===== src/rtl/fd_buf.sv =====
// fd_buf: 2-entry fetch/decode buffer with immediate-extend select; FD_PERF_CNT_EN adds stall_cnt
module fd_buf (
  input  logic        clk,
  input  logic        rst_n,
  input  logic        in_valid,
  input  logic [31:0] in_instr,
  input  logic [31:0] in_pc,
  output logic        in_ready,
  input  logic        flush,
  output logic        out_valid,
  output logic [31:0] out_instr,
  output logic [31:0] out_pc,
  output logic [15:0] out_imm16,
  output logic [1:0]  out_ext_op,
  input  logic        out_ready
`ifdef FD_PERF_CNT_EN
  ,
  output logic [31:0] stall_cnt
`endif
);
  logic [31:0] instr_q [2];
  logic [31:0] instr_d [2];
  logic [31:0] pc_q [2];
  logic [31:0] pc_d [2];
  logic        rd_ptr_q, rd_ptr_d, wr_ptr_q, wr_ptr_d;
  logic [1:0]  cnt_q, cnt_d;
  logic        push, pop;
  logic [31:0] head_instr;
  logic [5:0]  op;
  logic [1:0]  ext;
  assign in_ready   = cnt_q != 2'd2;
  assign out_valid  = cnt_q != 2'd0;
  assign push       = in_valid && in_ready;
  assign pop        = out_valid && out_ready;
  assign head_instr = instr_q[rd_ptr_q];
  assign op         = head_instr[31:26];
  assign ext        = op == 6'b000000 ? 2'b11 :
                      op == 6'b001111 ? 2'b10 :
                      op[5:2] == 4'b0011 ? 2'b00 : 2'b01;
  assign out_instr  = out_valid ? head_instr : 32'd0;
  assign out_pc     = out_valid ? pc_q[rd_ptr_q] : 32'd0;
  assign out_imm16  = out_valid ? head_instr[15:0] : 16'd0;
  assign out_ext_op = out_valid ? ext : 2'b11;
  always_comb begin
    instr_d  = instr_q;
    pc_d     = pc_q;
    rd_ptr_d = rd_ptr_q;
    wr_ptr_d = wr_ptr_q;
    cnt_d    = cnt_q;
    if (flush) begin
      rd_ptr_d = 1'b0;
      wr_ptr_d = 1'b0;
      cnt_d    = 2'd0;
    end else begin
      if (push) begin
        instr_d[wr_ptr_q] = in_instr;
        pc_d[wr_ptr_q]    = in_pc;
        wr_ptr_d          = ~wr_ptr_q;
      end
      if (pop) rd_ptr_d = ~rd_ptr_q;
      cnt_d = cnt_q + {1'b0, push} - {1'b0, pop};
    end
  end
  always_ff @(posedge clk or negedge rst_n) begin
    if (!rst_n) begin
      instr_q  <= '{default: 32'd0};
      pc_q     <= '{default: 32'd0};
      rd_ptr_q <= 1'b0;
      wr_ptr_q <= 1'b0;
      cnt_q    <= 2'd0;
    end else begin
      instr_q  <= instr_d;
      pc_q     <= pc_d;
      rd_ptr_q <= rd_ptr_d;
      wr_ptr_q <= wr_ptr_d;
      cnt_q    <= cnt_d;
    end
  end
`ifdef FD_PERF_CNT_EN
  logic [31:0] stall_cnt_q, stall_cnt_d;
  assign stall_cnt = stall_cnt_q;
  always_comb stall_cnt_d = stall_cnt_q + {31'd0, out_valid && !out_ready};
  always_ff @(posedge clk or negedge rst_n) begin
    if (!rst_n) stall_cnt_q <= 32'd0;
    else stall_cnt_q <= stall_cnt_d;
  end
`endif
endmodule

===== config.mk =====
export PLATFORM = sky130hd
export DESIGN_NAME = fd_buf
export DESIGN_NICKNAME = d
export VERILOG_FILES = /design/src/rtl/fd_buf.sv
export SDC_FILE = /design/constraint.sdc
export NUM_CORES = 1
export LEC_CHECK = 0
export CAP_MARGIN = 20
export CORE_MARGIN = 4
export CORE_UTILIZATION = 25
export CTS_CLUSTER_SIZE = 25
export DETAILED_ROUTE_END_ITERATION = 10
export GPL_ROUTABILITY_DRIVEN = 0
export GPL_TIMING_DRIVEN = 0
export PLACE_DENSITY = 0.54
export REMOVE_ABC_BUFFERS = 1
export SYNTH_ARGS = -nofsm -noshare
export SYNTH_HDL_FRONTEND = slang
export SYNTH_SLANG_ARGS = --single-unit

===== constraint.sdc =====
create_clock -name clk -period 2.1 [get_ports clk]
set_input_delay 0.315 -clock clk [delete_from_list [all_inputs] [get_ports clk]]
set_output_delay 0.315 -clock clk [all_outputs]
set_load 0.02 [all_outputs]

# After elaboration in Yosys (flattened, before gate mapping)
# Index checks and enable logic that the tools add are counted.
[word_totals]
register_bits = 132
in_bits = 69
word_cells = 50
[classes]
bitwise = 5
n_reduce_logical = 8
magnitude_cmp = 3
muxes = 22
n_eq_ne = 3
n_addsub = 2
[op_table]
columns = ["operator", "count"]
rows = [
  ["$mux W32", 9],
  ["$bwmux W64", 2],
  ["$demux W32 S1", 1],
  ["$mux W16", 1],
  ["$mux W2", 4],
  ["$eq A6 B4 Y1 const B", 1],
  ["$logic_not A6 Y1", 1],
  ["$reduce_bool A2 Y1", 3],
  ["$mux W1", 5],
  ["$eq A4 B2 Y1 const B", 1],
  ["$ge A2 B2 Y1 const B", 2],
  ["$not A1 Y2", 2],
  ["$logic_and A1 B1 Y1", 3],
  ["$not A1 Y1", 3],
  ["$add A2 B1 Y2", 1],
  ["$lt A2 B1 Y1 const B", 1],
  ["$ne A2 B2 Y1 const B", 1],
  ["$reduce_and A2 Y1", 1],
  ["$sub A2 B1 Y2", 1],
]

# Depth between registers and ports, before layout
[logic_depth]
depth_word = 9
depth_mapped = 9
mapped_depth_nobuf = 9

# Worst setup path after synthesis
# Ideal clock, no wire load.
[synth_timing]
kind = "register to register"
from = "register cnt_q[1]"
to = "register cnt_q[1]"
period_less_slack_ns = 1.823
n_path_buf = 0
path_slack_ns = 0.277
stages_incl_launch_ff = 10
setup_time_ns = 0.119
arrival_ns = 1.705
cell_sequence = "dfrtp_1 > nor2_1 > inv_1 > and2_1 > ha_1 > inv_1 > ha_1 > xor2_1 > xnor2_1 > nor2_1"
[synth_via]
elab_cells_between_ends = 7
[synth_rtl]
columns = ["element", "line", "text"]
rows = [
  ["start, declared", "26", "logic [1:0] cnt_q, cnt_d;"],
  ["start signal, assigned", "76", "cnt_q <= cnt_d;"],
  ["$reduce_bool A2 Y1", "32", "assign out_valid = cnt_q != 2'd0;"],
  ["via out_valid", "10", "output logic out_valid,"],
  ["$logic_and A1 B1 Y1", "34", "assign pop = out_valid && out_ready;"],
  ["$sub A2 B1 Y2", "61", "cnt_d = cnt_q + {1'b0, push} - {1'b0, pop};"],
  ["$mux W2", "50", "if (flush) begin"],
  ["via cnt_d[1]", "26", ""],
]
# The timed path passes the listed nets, and every way through them passes these cells.
# A chain may end at the register's enable or synchronous reset.

# Worst setup path in the final report
[layout_timing]
from = "register rd_ptr_q"
to = "output port out_ext_op[0]"
[layout_via]
elab_chain_len = 9
elab_cells_between_ends = 11
[layout_rtl]
columns = ["element", "line", "text"]
rows = [
  ["start, declared", "25", "logic rd_ptr_q, rd_ptr_d, wr_ptr_q, wr_ptr_d;"],
  ["start signal, assigned", "74", "rd_ptr_q <= rd_ptr_d;"],
  ["$not A1 Y2 (not written as such) (*)", "35", "assign head_instr = instr_q[rd_ptr_q];"],
  ["$mux W32 (not written as such) (*) (3 in series)", "35", ""],
  ["$eq A4 B2 Y1", "39", "op[5:2] == 4'b0011 ? 2'b00 : 2'b01;"],
  ["$mux W1", "39", ""],
  ["$mux W2", "38", "op == 6'b001111 ? 2'b10 :"],
  ["$mux W2 (*)", "37", "assign ext = op == 6'b000000 ? 2'b11 :"],
  ["$mux W2 (*)", "43", "assign out_ext_op = out_valid ? ext : 2'b11;"],
  ["end, declared", "14", "output logic [1:0] out_ext_op,"],
]
# Every way passes the cells marked *; elsewhere a longest branch is shown, timed or not. The select of a mux whose other input is x is not followed.

==> metrics.md <==
| Metric | Value |
|---|---|
| Status | `finished with violations` |
| Violated checks | `negative setup slack` |
| Initial antenna violation count | `0` |
| Synth async-reset ratio | `100%` |
| Starting DRT DRC Count | `127` |
| Buffers & Inverters on Critical Path | `2` |
| Drt drc | `0` |
| Drt wl/cell | `16.1 um` |
| Hold Path Class | `in -> async` |
| Max VDD drop | `0.621 mV` |
| Vias | `4171` |
| Power density over the cells | `1610 nW/um^2` |
| Post-route cell area | `8610 sq um` |
| Die area | `27200 sq um` |
| Synth Instances | `466` |
| Synth top area share | `53.7%` |
| Diodes inserted | `0` |
| Tightest Pin Transition | `0.645 ns` |
| Clock buffer depth | `2` |
| Sequential area share after synthesis | `53.7%` |
| Crit-path slowest cell | `dfrtp_4` |
| Clock Skews | `0.00929 ns` |
| Min Tclk post-route | `2.13 ns` |
| CP Max Fanout | `21` |
| Nature of the critical path endpoint | `output pin` |
| Global-route wire length before repair | `24600 um` |
| Vias per cell | `4.34` |
| Area grow syn2layout | `40.1%` |
| Most area-consuming cells after synthesis | `dfrtp_1 54%, mux2_2 23%, mux2i_1 10%` |
| CTS clk-pin slew, worst paths | `0.06 ns` |
| Final Non-Filler Cells | `961` |
| Post-synthesis register bit count | `132` |
| Prevailing post-synth register cell | `dfrtp_1` |
| Pre-CTS setup slack | `-0.713 ns` |
| Syn_area_per_cell | `13.2 sq um` |
| Leak | `3.73 nW` |
| Fin Setup TNS | `-0.0318 ns` |
| CTS tree | `yes` |
| Core area | `24200 sq um` |
| Clk_lat worst skew | `0.40 ns` |
| Final WL | `15500 um` |
| RSZ-0062 raised after global routing | `yes` |
| Initial Util | `25.3%` |
| Root Buffer | `clkbuf_16` |
| Drt first pass iters | `4` |
| Max Cap Viol | `0` |
| Setup violators final | `1` |
| Placed cell count | `911` |
| Slew Limit Fails | `0` |
| Total clock buffers created by CTS | `17` |
| Placed Area | `8060 sq um` |
| PortBufs | `152` |
| Post-route setup slack | `-0.0318 ns` |
| Number of fill cells | `2419` |
| Clk sinks | `132` |
| FP Rows | `57` |
| Utilization after layout | `35.5%` |
| CP Class | `reg -> out` |
| Global route overflow | `0` |
| Post-detail-place hpwl | `10200 um` |
| Crit-path max cell delay | `0.51 ns` |
| Hold_ws | `0.462 ns` |
| Dominant cell type by area after synthesis | `dfrtp_1` |
| Slew HR | `57.0%` |
| Post-DRT Antenna Nets | `0` |
| Most frequent cell after synthesis | `dfrtp_1` |
| Critical Path Start Type | `register` |
| Share of cells above drive strength 1 | `42.4%` |
| Period utilization | `102%` |
| Post-synth EDFFs | `0` |
| # IOs | `153` |
| Post-Syn Area | `6150 sq um` |
| Cell Chain, Critical Path | `buf_16, o21ai_2, or3b_4, buf_6` |
| Largest net degree at the start of global routing | `69` |
| Commonest cells in the netlist | `132 x dfrtp_1, 124 x mux2_2, 70 x nor2_1` |
| Final hold vios | `0` |
| Delay-heaviest family, CP | `flip-flops` |
| H-tree depth | `4` |
| Die H | `165 um` |
| Fin nets | `695` |
| Gr usage total | `11.6%` |
| CP Data Required Time | `1.78 ns` |
| Arrival time worst endpoint | `1.82 ns` |
| F_max | `0.469 GHz` |
| Vias in the first global route | `4637` |
| Die X | `165 um` |
| Syn. warnings | `0` |
| Total power draw | `13.9 mW` |
| Post-synth cell types | `28` |
layout by cell type (no fill, tap or decap), types with 12 or more instances in the layout:
cell,n
nor2_1,68
clkdlybuf4s50_1,68
mux2i_1,64
buf_2,50
buf_4,17
dfrtp_1,130
mux2_2,124
clkbuf_16,18
clkbuf_2,12
logic make-up after synthesis:
kind of cell,count (synthesis),share of synthesized area [%]
muxes,192,33.9
DFF,132,53.7
and+or+nand+nor,84,5.99
buffers and inverters,46,4.87
AOI/OAI and AO/OA,6,0.550
xor gates and xnor gates,4,0.570
adders and majority gates,2,0.407
layout make-up:
cell class                      count  area, sq um  share of cell area [%]
Clock buffer                       20          457                    5.30
Clock inverter                     12          145                    1.69
Timing Repair Buffer              183         1700                    19.7
Sequential cell                   132         3310                    38.4
Tap cell                          324          405                    4.71
Multi-Input combinational cell    288         2590                    30.1
Inverter                            2         7.51                  0.0872
path summary, 6_finish.rpt:
check / start / to / slack [ns] / cells after the start
max in group asynchronous: rst_n / rd_ptr_q / 0.85 / 3
hold reg to reg: instr_q[45] / instr_q[45] / 0.49 / 1
min in group clk: instr_q[45] / instr_q[45] / 0.49 / 1
setup reg to reg: cnt_q[1] / cnt_q[1] / 0.15 / 10
setup / recovery: rd_ptr_q / out_ext_op[0] / -0.03 / 4
hold / removal: rst_n / instr_q[39] / 0.46 / 2
registers in the layout, summed over array words and instances (netlist names):
signal / flops
instr_q: 64
pc_q: 64
cnt_q: 2
rd_ptr_q: 1
wr_ptr_q: 1
power by group:
group	leakage, nW	internal, mW	switching, mW	total, mW
clock network	0.288	1.84	1.18	3.02
registers	1.57	3.81	0.700	4.51
logic	1.87	3.06	3.29	6.36
worst register-to-register path, cell delays in order, from the launching register on:
cell and delay, ns:
dfrtp_2 0.43, nor2_4 0.14, buf_12 0.13, inv_1 0.06, and2_4 0.17, ha_1 0.29
inv_1 0.06, ha_1 0.14, xor2_1 0.19, xnor2_1 0.14, nor2_1 0.06
metal layers:
layer | up-vias | wire length [um] | GRT usage, %
met3 | 8 | 726 | 2.99
met1 | 2154 | 6850 | 14.4
li1 | 1924 | - | -
met4 | 0 | 173 | 4.01
met5 | - | 0 | 0
met2 | 85 | 7730 | 19.6
timing repair:
item / 4_1_cts / 5_1_grt
pin swaps: 3 / 4
hold endpoints to repair: 64 / 0
gates resized for setup: 269 / 52
gates cloned: 2 / 1
hold buffers: 1 / 0
endpoints found under the setup margin: 96 / 38
buffers inserted: 9 / 5
(Power assumes the default switching activity.)
